==> src/rtl/kt8_data_port_if.sv <==
`timescale 1ns/1ps
// -----------------------------------------------------------------------------
// kt8_data_port_if
// Bundles the KT8 data-RAM bus together with the TX and RX byte streams served
// by kt8_data_port.
//   ram_address_i  5  CPU data address
//   ram_data_i     8  CPU write data
//   ram_we_i       1  CPU write strobe
//   ram_data_o     8  read data, combinational from ram_address_i
//   tx_data_o      8  TX FIFO head byte (0 when empty)
//   tx_valid_o     1  TX FIFO non-empty
//   tx_ready_i     1  consumer takes the head when valid & ready
//   rx_data_i      8  incoming byte
//   rx_valid_i     1  incoming byte valid
//   rx_ready_o     1  RX holding register empty
// Modports: slave = the data port itself, master = CPU plus stream partners.
// -----------------------------------------------------------------------------
interface kt8_data_port_if;
  logic [4:0] ram_address_i;
  logic [7:0] ram_data_i;
  logic       ram_we_i;
  logic [7:0] ram_data_o;
  logic [7:0] tx_data_o;
  logic       tx_valid_o;
  logic       tx_ready_i;
  logic [7:0] rx_data_i;
  logic       rx_valid_i;
  logic       rx_ready_o;

  modport slave (
    input  ram_address_i, ram_data_i, ram_we_i, tx_ready_i, rx_data_i, rx_valid_i,
    output ram_data_o, tx_data_o, tx_valid_o, rx_ready_o
  );

  modport master (
    output ram_address_i, ram_data_i, ram_we_i, tx_ready_i, rx_data_i, rx_valid_i,
    input  ram_data_o, tx_data_o, tx_valid_o, rx_ready_o
  );
endinterface

==> src/rtl/kt8_data_port.sv <==
`timescale 1ns/1ps
// -----------------------------------------------------------------------------
// kt8_data_port
// Memory and I/O responder on the KT8 CPU data bus.
//   0-27 : 28 bytes of RAM
//   28   : TXD    write pushes into the TX FIFO, reads 0
//   29   : STATUS {4'b0, ovf, rx_full, tx_full, tx_empty}; any write clears ovf
//   30   : RXD    RX holding byte; any write acknowledges it
//   31   : TICK   prescaled counter; a write loads it and restarts the prescaler
// Ports:
//   clk_i  clock, all state on the rising edge
//   rst_i  asynchronous active-low reset
//   bus    kt8_data_port_if.slave (CPU bus, TX stream out, RX stream in)
// Parameters:
//   DEPTH     TX FIFO entries, power of 2, >= 2
//   PRESCALE  clk cycles per TICK increment, >= 2
// -----------------------------------------------------------------------------
module kt8_data_port #(
  parameter int DEPTH    = 4,
  parameter int PRESCALE = 16
) (
  input  logic            clk_i,
  input  logic            rst_i,
  kt8_data_port_if.slave  bus
);

  localparam int RAM_WORDS = 28;
  localparam int PTR_W     = $clog2(DEPTH);
  localparam int CNT_W     = $clog2(DEPTH + 1);
  localparam int PS_W      = $clog2(PRESCALE);

  typedef enum logic [4:0] {
    ADDR_TXD    = 5'd28,
    ADDR_STATUS = 5'd29,
    ADDR_RXD    = 5'd30,
    ADDR_TICK   = 5'd31
  } io_addr_e;

  // State
  logic [7:0]       ram  [RAM_WORDS];
  logic [7:0]       fifo [DEPTH];
  logic [PTR_W-1:0] rd_ptr, wr_ptr;
  logic [CNT_W-1:0] count;
  logic             ovf;
  logic             rx_full;
  logic [7:0]       rx_data;
  logic [7:0]       tick;
  logic [PS_W-1:0]  prescaler;

  // Decoded bus events
  logic is_ram, ram_wr;
  logic tx_valid, tx_full, tx_empty;
  logic pop, push_req, push_ok, ovf_set;
  logic status_wr, rx_ack, capture, tick_wr, ps_wrap;

  assign is_ram    = bus.ram_address_i < 5'(RAM_WORDS);
  assign ram_wr    = bus.ram_we_i & is_ram;

  assign tx_empty  = (count == '0);
  assign tx_full   = (count == CNT_W'(DEPTH));
  assign tx_valid  = ~tx_empty;
  assign pop       = tx_valid & bus.tx_ready_i;
  assign push_req  = bus.ram_we_i & (bus.ram_address_i == ADDR_TXD);
  // A simultaneous pop frees the slot the push needs, so a full FIFO still accepts.
  assign push_ok   = push_req & (~tx_full | pop);
  assign ovf_set   = push_req & ~push_ok;

  assign status_wr = bus.ram_we_i & (bus.ram_address_i == ADDR_STATUS);
  assign rx_ack    = bus.ram_we_i & (bus.ram_address_i == ADDR_RXD);
  assign capture   = bus.rx_valid_i & ~rx_full;
  assign tick_wr   = bus.ram_we_i & (bus.ram_address_i == ADDR_TICK);
  assign ps_wrap   = (prescaler == PS_W'(PRESCALE - 1));

  // Stream outputs come straight from registered state.
  assign bus.tx_valid_o = tx_valid;
  assign bus.tx_data_o  = tx_valid ? fifo[rd_ptr] : 8'h00;
  assign bus.rx_ready_o = ~rx_full;

  // Zero-latency read mux; reads never change state.
  always_comb begin
    // NOTE: default first so every path assigns ram_data_o and no latch is inferred.
    bus.ram_data_o = 8'h00;
    if (is_ram) begin
      bus.ram_data_o = ram[bus.ram_address_i];
    end else begin
      case (bus.ram_address_i)
        ADDR_STATUS: bus.ram_data_o = {4'b0000, ovf, rx_full, tx_full, tx_empty};
        ADDR_RXD:    bus.ram_data_o = rx_data;
        ADDR_TICK:   bus.ram_data_o = tick;
        default:     bus.ram_data_o = 8'h00;  // TXD reads as zero
      endcase
    end
  end

  // RAM: the CPU expects zeroed data memory after reset, so it is cleared here.
  always_ff @(posedge clk_i or negedge rst_i) begin
    if (!rst_i) begin
      // NOTE: a memory is reset only when software relies on its contents;
      // the FIFO storage below is left unreset because count gates tx_data_o.
      for (int i = 0; i < RAM_WORDS; i++) ram[i] <= 8'h00;
    end else if (ram_wr) begin
      // NOTE: sequential state uses non-blocking assignments only.
      ram[bus.ram_address_i] <= bus.ram_data_i;
    end
  end

  always_ff @(posedge clk_i) begin
    if (push_ok) fifo[wr_ptr] <= bus.ram_data_i;
  end

  // FIFO pointers and occupancy; pointers wrap naturally because DEPTH is 2^PTR_W.
  always_ff @(posedge clk_i or negedge rst_i) begin
    if (!rst_i) begin
      rd_ptr <= '0;
      wr_ptr <= '0;
      count  <= '0;
    end else begin
      if (pop)     rd_ptr <= rd_ptr + PTR_W'(1);
      if (push_ok) wr_ptr <= wr_ptr + PTR_W'(1);
      case ({push_ok, pop})
        2'b10:   count <= count + CNT_W'(1);
        2'b01:   count <= count - CNT_W'(1);
        default: count <= count;
      endcase
    end
  end

  // Sticky overflow; a drop in the same cycle as a STATUS write keeps it set.
  always_ff @(posedge clk_i or negedge rst_i) begin
    if (!rst_i)         ovf <= 1'b0;
    else if (ovf_set)   ovf <= 1'b1;
    else if (status_wr) ovf <= 1'b0;
  end

  // RX holding register. Capture and ack are mutually exclusive: capture
  // needs rx_full low, and ack only matters while it is high.
  always_ff @(posedge clk_i or negedge rst_i) begin
    if (!rst_i) begin
      rx_full <= 1'b0;
      rx_data <= 8'h00;
    end else if (capture) begin
      rx_full <= 1'b1;
      rx_data <= bus.rx_data_i;
    end else if (rx_ack) begin
      rx_full <= 1'b0;
    end
  end

  // Prescaled tick counter; a CPU load wins over a same-cycle increment.
  always_ff @(posedge clk_i or negedge rst_i) begin
    if (!rst_i) begin
      prescaler <= '0;
      tick      <= 8'h00;
    end else if (tick_wr) begin
      prescaler <= '0;
      tick      <= bus.ram_data_i;
    end else if (ps_wrap) begin
      prescaler <= '0;
      tick      <= tick + 8'd1;
    end else begin
      prescaler <= prescaler + PS_W'(1);
    end
  end

endmodule

==> src/flat_wrapper.sv <==
// flat-port wrapper written by rule: the top's interface ports become plain ports
module kt8_data_port_flat 
#(
  parameter int DEPTH    = 4,
  parameter int PRESCALE = 16
)
  (clk_i, rst_i, bus_ram_address_i, bus_ram_data_i, bus_ram_we_i, bus_tx_ready_i, bus_rx_data_i, bus_rx_valid_i, bus_ram_data_o, bus_tx_data_o, bus_tx_valid_o, bus_rx_ready_o);
  kt8_data_port_if bus_i ();
  input  logic clk_i;
  input  logic rst_i;
  input wire logic [$bits(bus_i.ram_address_i)-1:0] bus_ram_address_i;
  input wire logic [$bits(bus_i.ram_data_i)-1:0] bus_ram_data_i;
  input wire logic [$bits(bus_i.ram_we_i)-1:0] bus_ram_we_i;
  input wire logic [$bits(bus_i.tx_ready_i)-1:0] bus_tx_ready_i;
  input wire logic [$bits(bus_i.rx_data_i)-1:0] bus_rx_data_i;
  input wire logic [$bits(bus_i.rx_valid_i)-1:0] bus_rx_valid_i;
  output wire logic [$bits(bus_i.ram_data_o)-1:0] bus_ram_data_o;
  output wire logic [$bits(bus_i.tx_data_o)-1:0] bus_tx_data_o;
  output wire logic [$bits(bus_i.tx_valid_o)-1:0] bus_tx_valid_o;
  output wire logic [$bits(bus_i.rx_ready_o)-1:0] bus_rx_ready_o;
  assign bus_i.ram_address_i = bus_ram_address_i;
  assign bus_i.ram_data_i = bus_ram_data_i;
  assign bus_i.ram_we_i = bus_ram_we_i;
  assign bus_i.tx_ready_i = bus_tx_ready_i;
  assign bus_i.rx_data_i = bus_rx_data_i;
  assign bus_i.rx_valid_i = bus_rx_valid_i;
  assign bus_ram_data_o = bus_i.ram_data_o;
  assign bus_tx_data_o = bus_i.tx_data_o;
  assign bus_tx_valid_o = bus_i.tx_valid_o;
  assign bus_rx_ready_o = bus_i.rx_ready_o;
  kt8_data_port #(.DEPTH(DEPTH), .PRESCALE(PRESCALE)) u_core (.clk_i(clk_i), .rst_i(rst_i), .bus(bus_i));
endmodule
==> config.mk <==
export PLATFORM = sky130hd
export DESIGN_NAME = kt8_data_port_flat
export DESIGN_NICKNAME = d
export VERILOG_FILES = /design/src/rtl/kt8_data_port_if.sv /design/src/rtl/kt8_data_port.sv /design/src/flat_wrapper.sv
export SDC_FILE = /design/constraint.sdc
export NUM_CORES = 1
export LEC_CHECK = 0
export BUFFER_PORTS_ARGS = -buffer_cell sky130_fd_sc_hd__buf_2
export CAP_MARGIN = 30
export CELL_PAD_IN_SITES_DETAIL_PLACEMENT = 0
export CELL_PAD_IN_SITES_GLOBAL_PLACEMENT = 2
export CORE_ASPECT_RATIO = 1.5
export CORE_MARGIN = 1
export CORE_UTILIZATION = 28
export DETAILED_ROUTE_END_ITERATION = 10
export PLACE_DENSITY_LB_ADDON = 0.25
export SLEW_MARGIN = 20
export SYNTH_ARGS = -nofsm -noshare
export SYNTH_HDL_FRONTEND = slang
export SYNTH_SLANG_ARGS = --single-unit
export TNS_END_PERCENT = 50
==> constraint.sdc <==
create_clock -name clk_i -period 5.75 [get_ports clk_i]
set_input_delay 0.2875 -clock clk_i [delete_from_list [all_inputs] [get_ports clk_i]]
set_output_delay 0.2875 -clock clk_i [all_outputs]
set_load 0.005 [all_outputs]
Word level (Yosys, flattened, before mapping)
Memory sizes are Yosys's and may differ from the RTL's.
Index checks and enable logic that the tools add are counted.
Widths: inputs -> output; s select.
{"block": "word_totals", "mem_count": 1, "inputBits": 26, "ff_bits": 253, "output_inout_bits": 18, "mem_bits_rw": 32}
{"block": "op_classes", "addsub": 6, "magnitude_cmp": 3, "n_mux": 20, "eq_ne": 8, "bitwise_logic": 15, "reduce_logical": 6}
{"memory": "u_core.fifo", "depth": 4, "width": 8, "read_ports": 1, "rd_clocked_by_memory_dff": 0, "write_ports": 1, "line": "kt8_data_port.sv:41", "source": "logic [7:0] fifo [DEPTH];"}
{"op": "$bwmux 224", "n": 1}
{"op": "$mux 8", "n": 7}
{"op": "$bmux 8 s5", "n": 1}
{"op": "$demux 8 s5", "n": 1}
{"op": "$pmux 8 s3", "n": 1}
{"op": "$eq 5x5->1 const B", "n": 4}
{"op": "$and 1x1->1", "n": 9}
{"op": "$add 8x1->8 const B", "n": 1}
{"op": "$mux 4", "n": 2}
{"op": "$reduce_bool 2->1", "n": 4}
{"op": "$ge 6x6->1 const B", "n": 1}
{"op": "$lt 6x1->1 const B", "n": 1}
{"op": "$mux 1", "n": 6}
{"op": "$not 5->6", "n": 1}
{"op": "$pmux 3 s2", "n": 1}
{"op": "$lt 5x5->1 const B", "n": 1}
{"op": "$add 2x1->2 const B", "n": 2}
{"op": "$add 4x1->4 const B", "n": 1}
{"op": "$eq 4x4->1 const B", "n": 1}
{"op": "$not 1->1", "n": 4}
{"op": "$add 3x1->3 const B", "n": 1}
{"op": "$eq 3x3->1 const B", "n": 1}
{"op": "$logic_not 3->1", "n": 1}
{"op": "$sub 3x1->3 const B", "n": 1}
{"op": "other kinds (4)", "n": 4}

Longest topological paths before layout
Gate-level depths: netlist (run 1).
{"block": "depth", "ltp_word": 8, "depth_mapped": 11}

Worst setup path before layout (run 1)
OpenSTA, ideal clock, no wires.
{"block": "synth_timing", "path_kind": "input to register", "startpoint": "in bus_ram_address_i[0]", "endpoint": "reg u_core.count[2]", "setup_ns": 0.125, "setup_slack_ns": 3.565, "n_path_buf": 2, "arrival_ns": 2.059, "cell_stages": 11, "required_ns": 5.625, "path_cell_list": "buf_4 buf_4 or2_2 nor3_2 inv_1 ha_1 inv_1 fa_1 xor2_1 nor2_1 xor2_1"}
{"block": "synth_between", "elab_chain_len": 5}
{"element": "start: declaration", "line": "flat_wrapper.sv:11", "source": "input wire logic [$bits(bus_i.ram_address_i)-1:0] bus_ram_address_i;"}
{"element": "$eq 5x5->1 *", "line": "kt8_data_port.sv:63", "source": "assign push_req = bus.ram_we_i & (bus.ram_address_i == ADDR_TXD);"}
{"element": "$and 1x1->1 *", "line": "kt8_data_port.sv:63"}
{"element": "$and 1x1->1 *", "line": "kt8_data_port.sv:65", "source": "assign push_ok = push_req & (~tx_full | pop);"}
{"element": "$eq 2x1->1 / $eq 2x2->1 (equally long branches)", "line": "kt8_data_port.sv:120", "source": "case ({push_ok, pop})"}
{"element": "$pmux 3 s2 / $reduce_bool 2->1 (equally long branches)"}
{"element": "end signal: assignment", "line": "kt8_data_port.sv:121", "source": "2'b10: count <= count + CNT_W'(1);"}
{"element": "end signal: assignment", "line": "kt8_data_port.sv:122", "source": "2'b01: count <= count - CNT_W'(1);"}
{"element": "end signal: assignment", "line": "kt8_data_port.sv:123", "source": "default: count <= count;"}
{"element": "end: declaration", "line": "kt8_data_port.sv:43", "source": "logic [CNT_W-1:0] count;"}
Every way passes the cells marked *; elsewhere a longest branch is shown, timed or not.
A chain may end at the register's enable or synchronous reset.

Final worst setup path (run 1)
{"block": "layout_timing", "startpoint": "in bus_ram_address_i[1]", "endpoint": "out bus_ram_data_o[1]"}
{"block": "layout_between", "elab_chain_len": 5}
{"element": "$not 5->6 (implied by the code)", "line": "kt8_data_port.sv:84", "source": "bus.ram_data_o = ram[bus.ram_address_i];"}
{"element": "$bmux 8 s5", "line": "kt8_data_port.sv:84"}
{"element": "$mux 8 (implied by the code) (2 in series)", "line": "kt8_data_port.sv:84"}
{"element": "$mux 8 *", "line": "kt8_data_port.sv:83", "source": "if (is_ram) begin"}
{"element": "end: declaration", "line": "flat_wrapper.sv:17", "source": "output wire logic [$bits(bus_i.ram_data_o)-1:0] bus_ram_data_o;"}
Every way passes the cells marked *; elsewhere a longest branch is shown, timed or not. The select of a mux whose other input is x is not followed.

==> metrics.txt, run 1 <==
outcome=completed; residual DRC count=0; Root Buffer=clkbuf_16; sequential cell area fraction in the yosys report=between 50% and 60%; Starting Density=28.6%; largest net degree at the start of global routing=between 100 and 150; PortBufs=43; cells along the critical path=buf_2, buf_4, or4b_2, nor2_1, a211o_1, a221oi_1, nand4_1, buf_2; Ports=44; Synth Instances=roughly 960; die width=around 180 um; syn_area_per_cell=roughly 14 um^2; Area contributors post-synth=dfrtp_1 47%, mux2_2 20%, edfxtp_1 7.2%, mux2i_1 5.3%, mux4_2 5.2%; final worst setup slack=2.59 ns; P&R area growth vs syn=13.2%; Crit Reg-Reg Startpoint=u_core.count[0]; Top FF cell, synth=dfrtp_1; fmax=316 MHz; crit-path max FO=44; total track usage=between 10% and 20%; Final min period=around 3.2 ns; antenna violations before repair=0; DR pass1 iterations=4; slew margin rel.=between 30% and 40%; leakage power=around 0.0064 uW; Buf/Inv on CP=3; Worst R2R Path Depth=9; Crit. End Element=primary output; setup TNS=0 ns; die height=around 270 um; ANT cells=0; delay-heaviest family, CP=buffers and inverters; # nets final=1023; Final setup viols=0; wire per inst=approximately 24 um; dpl hpwl=25300 um; worst hold-check slack=approximately 0.034 ns; Syn. warnings=0; CTS tree=built; total length of routed wires=38000 um; syn nets=995; Hold WC Path Type=input port to flip-flop; total CTS buffers=29; Slew @ Worst Pin=between 0.9 and 1 ns; most used cell along the critical path=buf_2; WP data required=roughly 5.5 ns; Synth cell types=61; Final Hold Vio Count=0; vias in the first global route=between 8000 and 9000; clk_lat worst skew=0.58 ns; Pwr Density=372 nW/um^2; power consumption=between 5000 and 6000 uW; Bufs on Longest Clock Path=3; CP startpoint=bus_ram_address_i[1]; WHS Path Cells=2; Worst-path clk slew=about 0.07 ns; Crit Path Class=input port to primary output; Seq cells post-synth=285; FF-to-FF setup slack=between 3 and 4 ns; core area=around 47000 um^2; row count=97; global placement routability congestion=around 0.80; Finished Cell Area=~15000 um^2; first-pass GRT wire length=approximately 58000 um; max-slew violation count=0; final cycle utilization of the critical path=between 50% and 60%; antenna viol nets, final=0; EDFF count, synth=32; footprint of the multi-input gates=~5800 um^2; share of the synthesized area in the top cell type=between 40% and 50%; placed cell area=around 14000 um^2; Post-CTS Setup Bufs=0; grt total ovfl=0; Sequential Area=7290 um^2; Synth async-reset ratio=88.8%; Clock Sinks=~290; Critical Path Max Stage Delay=0.57 ns; vias per inst=approximately 4.9; cell area after synthesis=roughly 13000 um^2; leading area contributor after synthesis=dfrtp_1; 1st-iter DRT viols=475; Hold Crit Endpoint=u_core.rx_full; slowest CP cell=buf_4; total vias in the final route=roughly 7900; H-tree Lvls=1; pre-CTS setup slack=around 2.5 ns; Peak VDD IR=0.243 mV; WP data arrival=2.88 ns; ratio of cells with drive above 1 in the final layout=between 30% and 40%; DIE AREA=roughly 49000 um^2; Setup Skew=a little under 0.02 ns; Post-CTS Resized=0; reg2reg end=u_core.count[2]; RSZ-0062 raised after global routing=false; CP startpoint kind=input port; Filler cells=4624; Hold Crit Start=bus_ram_we_i; Max Cap Viol=0
==> synth_stat cells (all sizes together) (3+ instances only) <==
| library cell | instances |
|---|---|
| inv | 7 |
| o32ai | 3 |
| nand2 | 34 |
| nand2b | 8 |
| clkbuf | 35 |
| a21oi | 13 |
| mux4 | 31 |
| mux2 | 236 |
| nand4 | 11 |
| or3 | 4 |
| o22ai | 12 |
| xor2 | 7 |
| nand3 | 12 |
| xnor2 | 8 |
| edfxtp | 32 |
| a22oi | 5 |
| nor3 | 12 |
| nor4 | 7 |
| and2 | 14 |
| nor2b | 6 |
| and3 | 3 |
| nor4b | 3 |
| ha | 7 |
| o21ai | 16 |
| buf | 28 |
| mux2i | 71 |
| dfrtp | 253 |
| nor2 | 51 |
==> how the worst max path moves through the flow <==
stage                                    to  slack [ns]  cells past startpoint
final                     bus_ram_data_o[1]        2.59                      8
after detailed placement      u_core.ram[8]        2.55                      6
after global placement       u_core.ram[10]        2.54                      6
after global routing      bus_ram_data_o[1]        2.50                      8
after CTS                 bus_ram_data_o[1]        2.61                      8
after floorplan             u_core.count[2]        3.57                     11
==> per-layer routing <==
| metal | vias up | share of wire (%) | global-route usage (%) |
|---|---|---|---|
| met3 | 32 | 2.5 | 1.74 |
| li1 | 3593 | - | - |
| met1 | 4168 | 40 | 18.4 |
| met5 | - | 0 | 0 |
| met2 | 110 | 55 | 30.5 |
| met4 | 0 | 2.0 | 4.16 |
==> cell families (layout without fill, tap and decap cells) <==
logic type / after synthesis / after routing / share of synthesized area (%)
flip-flops: 285 / 285 / 54.3
AO/OA/AOI/OAI: 65 / 65 / 3.16
adder cells (fa/ha/maj): 8 / 8 / 0.802
XOR/XNOR: 15 / 15 / 0.979
AND/OR/NAND/NOR: 179 / 179 / 7.76
multiplexers: 338 / 338 / 30.3
buffers and inverters: 71 / 122 / 2.66
==> timing repair <==
item,CTS,global route
endpoints found under the setup margin,0,0
hold buffers,10,0
endpoints found under the hold margin,130,0
==> placed cells by master, fill, tap and decap left out, types with 11 or more instances in the layout <==
master       n
mux2_2     235
edfxtp_1    32
mux2i_1     71
nor2_2      11
and2_1      14
nand4_1     11
o22ai_1     12
nor2_1      30
dfrtp_1    253
clkbuf_16   29
mux4_2      31
nand2_1     30
a21oi_1     13
buf_2       41
o21ai_0     16
==> where the power goes <==
| part | internal, uW | switching (uW) | total, uW |
|---|---|---|---|
| registers | 2420 | 255 | 2670 |
| clock network | 1100 | 818 | 1920 |
| logic | 564 | 493 | 1060 |
==> cell type report <==
class                      count  share of cell area (%)
timing repair buffer          60                    2.61
clock buffer                  39                    5.22
tap                          594                    4.89
sequential                   285                    48.0
multi-input combinational    605                    38.0
clock inverter                15                    1.05
inverter                       8                   0.198
==> flip-flops by register name, indices dropped and copies added, names as in the netlist, 2 cells and up <==
name,cells
u_core.ram,224
u_core.fifo,32
u_core.rx_data,8
u_core.tick,8
u_core.prescaler,4
u_core.count,3
u_core.rd_ptr,2
u_core.wr_ptr,2
==> per-stage QoR <==
stage	std cells	utilization (%)
after floorplan	961	-
after global placement	1541	30.1
after detailed placement	1542	30.1
after CTS	1606	32.3
after global routing	1606	32.3
final	1606	32.3
Note: power is estimated with default switching activity, not from simulation.
==> inputs of run 2 (changes only) <==
==> constraint.sdc (replaced) <==
create_clock -name clk_i -period 2.6 [get_ports clk_i]
set_input_delay 0.13 -clock clk_i [delete_from_list [all_inputs] [get_ports clk_i]]
set_output_delay 0.13 -clock clk_i [all_outputs]
set_load 0.005 [all_outputs]
==> metrics.txt, run 2 (same netlist as run 1, synthesis figures left out) <==
outcome=completed; wire per inst=about 23 um; die width=between 150 and 200 um; Buf/Inv on CP=1; Largest Register=u_core.ram; Placed Cells=between 1500 and 2000; row count=97; RSZ-0062 raised after global routing=false; ratio of cells with drive above 1 in the final layout=between 40% and 50%; Final min period=around 2.5 ns; Peak VDD IR=0.533 mV; Final Hold Vio Count=0; total length of routed wires=~38000 um; antenna viol nets, final=0; Starting Density=roughly 29%; Worst-path clk slew=0.07 ns; largest net degree at the start of global routing=approximately 110; total track usage=approximately 16%; vias per inst=around 4.9; slew margin rel.=between 40% and 50%; Final setup viols=0; antenna violations before repair=1; ANT cells=0; Max Cap Viol=0; total vias in the final route=8140; DR pass1 iterations=5; Slew @ Worst Pin=just under 0.8 ns; Root Buffer=clkbuf_16; grt total ovfl=0; max-slew violation count=0; PortBufs=43; WP data required=2.47 ns; final cycle utilization of the critical path=96.1%; Crit Path Class=flip-flop to primary output; Largest regs=u_core.ram (224), u_core.fifo (32); first-pass GRT wire length=between 50000 and 60000 um; clk_lat worst skew=roughly 0.57 ns; vias in the first global route=8720; total CTS buffers=29; Finished Layout Cells=1645; most common cell after layout, fill and taps aside=dfrtp_1; crit-path max FO=2; Hold WC Path Type=input port to flip-flop; core area=~47000 um^2; Setup Skew=roughly 0.0096 ns; # nets final=1062; slowest CP cell=mux4_2; Critical Path Max Stage Delay=around 0.5 ns; cells along the critical path=mux4_2, a22o_1, a221oi_4, o2111ai_1, buf_2; delay-heaviest family, CP=compound AO/OA/AOI/OAI gates; Clock Sinks=between 200 and 300; CP startpoint kind=flip-flop; DIE AREA=around 49000 um^2; max reg flops=between 200 and 250; WP data arrival=approximately 2.4 ns; Ports=44; Crit. End Element=primary output; residual DRC count=0; die height=about 270 um; setup TNS=0 ns; P&R area growth vs syn=16.6%; dpl hpwl=approximately 26000 um; H-tree Lvls=1; CTS tree=built; fmax=about 400 MHz; global placement routability congestion=0.837; commonest non-fill, non-tap cells in the layout=253 x dfrtp_1, 235 x mux2_2, 71 x mux2i_1, 42 x buf_2, 37 x buf_4; Pwr Density=825 nW/um^2; Bufs on Longest Clock Path=3; leakage power=0.00669 uW; 1st-iter DRT viols=between 300 and 400
## run 2: cell types whose count changed in the layout (fill, tap and decap cells not counted), sizes merged
cell,before,now
bufinv,3,6
buf,50,87
clkbuf,39,37
clkinvlp,0,1
clkinv,12,10
dlygate4sd3,10,12
## run 2: power by group
group	total (uW)	internal, uW	switching [uW]	leakage (uW)
Combinational	2380	1300	1080	0.00266
Sequential	5940	5350	592	0.00351
Clock	4600	2780	1820	0.000517
## run 2: routing by layer
layer	global-route usage, %	share of wire, %	up-vias
met4	4.79	2.3	2
li1	-	-	3659
met3	1.74	2.6	44
met2	29.4	54	125
met1	19.0	41	4310
met5	0	0.045	-
## run 2: path summary, 6_finish.rpt
path / startpoint / endpoint / slack (ns) / cells past startpoint
worst max-delay path: u_core.ram[70] / bus_ram_data_o[6] / 0.10 / 5
worst min-delay path: bus_ram_we_i / u_core.ovf / 0.09 / 4
worst max register to register: u_core.count[0] / u_core.count[2] / 0.33 / 9
worst min register to register: u_core.prescaler[0] / u_core.prescaler[0] / 0.48 / 1
max in group asynchronous: rst_i / u_core.ram[6] / 1.85 / 3
min in group asynchronous: rst_i / u_core.ram[50] / 0.16 / 3
## run 2: area by class of cell
cell class | instances | area [um^2]
fillers | 4610 | 31300
well taps | 594 | 743
flip-flops and latches | 285 | 7290
multi-input cells | 605 | 5790
clock buffers | 37 | 806
repair buffers | 99 | 754
clock inverters | 17 | 239
inverters | 8 | 30.0
## run 2: worst reg2reg max path: stages, from the launching register on
cell	delay (ns)
dfrtp_1	0.44
nor4b_1	0.53
nor3_2	0.10
inv_1	0.08
ha_1	0.18
inv_1	0.07
fa_1	0.38
xor2_1	0.15
nor2_1	0.11
xor2_1	0.15
## run 2: metrics by stage
step	area (um^2)	hold slack (ns)	power (uW)	setup WS [ns]	utilization (%)
after detailed placement	14500	-0.0128	8440	0.227	30.8
after global placement	14500	-0.0122	8380	0.199	30.8
final	15700	0.0936	12900	0.101	33.3
after floorplan	13400	-0.166	7490	0.540	-
after global routing	15700	0.128	13600	0.0431	33.3
after CTS	15700	0.0606	13200	0.0747	33.3
## run 2: timing repair
item	CTS	global route
hold endpoints to repair	264	0
resized for setup	2	1
endpoints found under the setup margin	2	1
hold buffers	13	0
gates cloned	0	0
buffers inserted	0	0
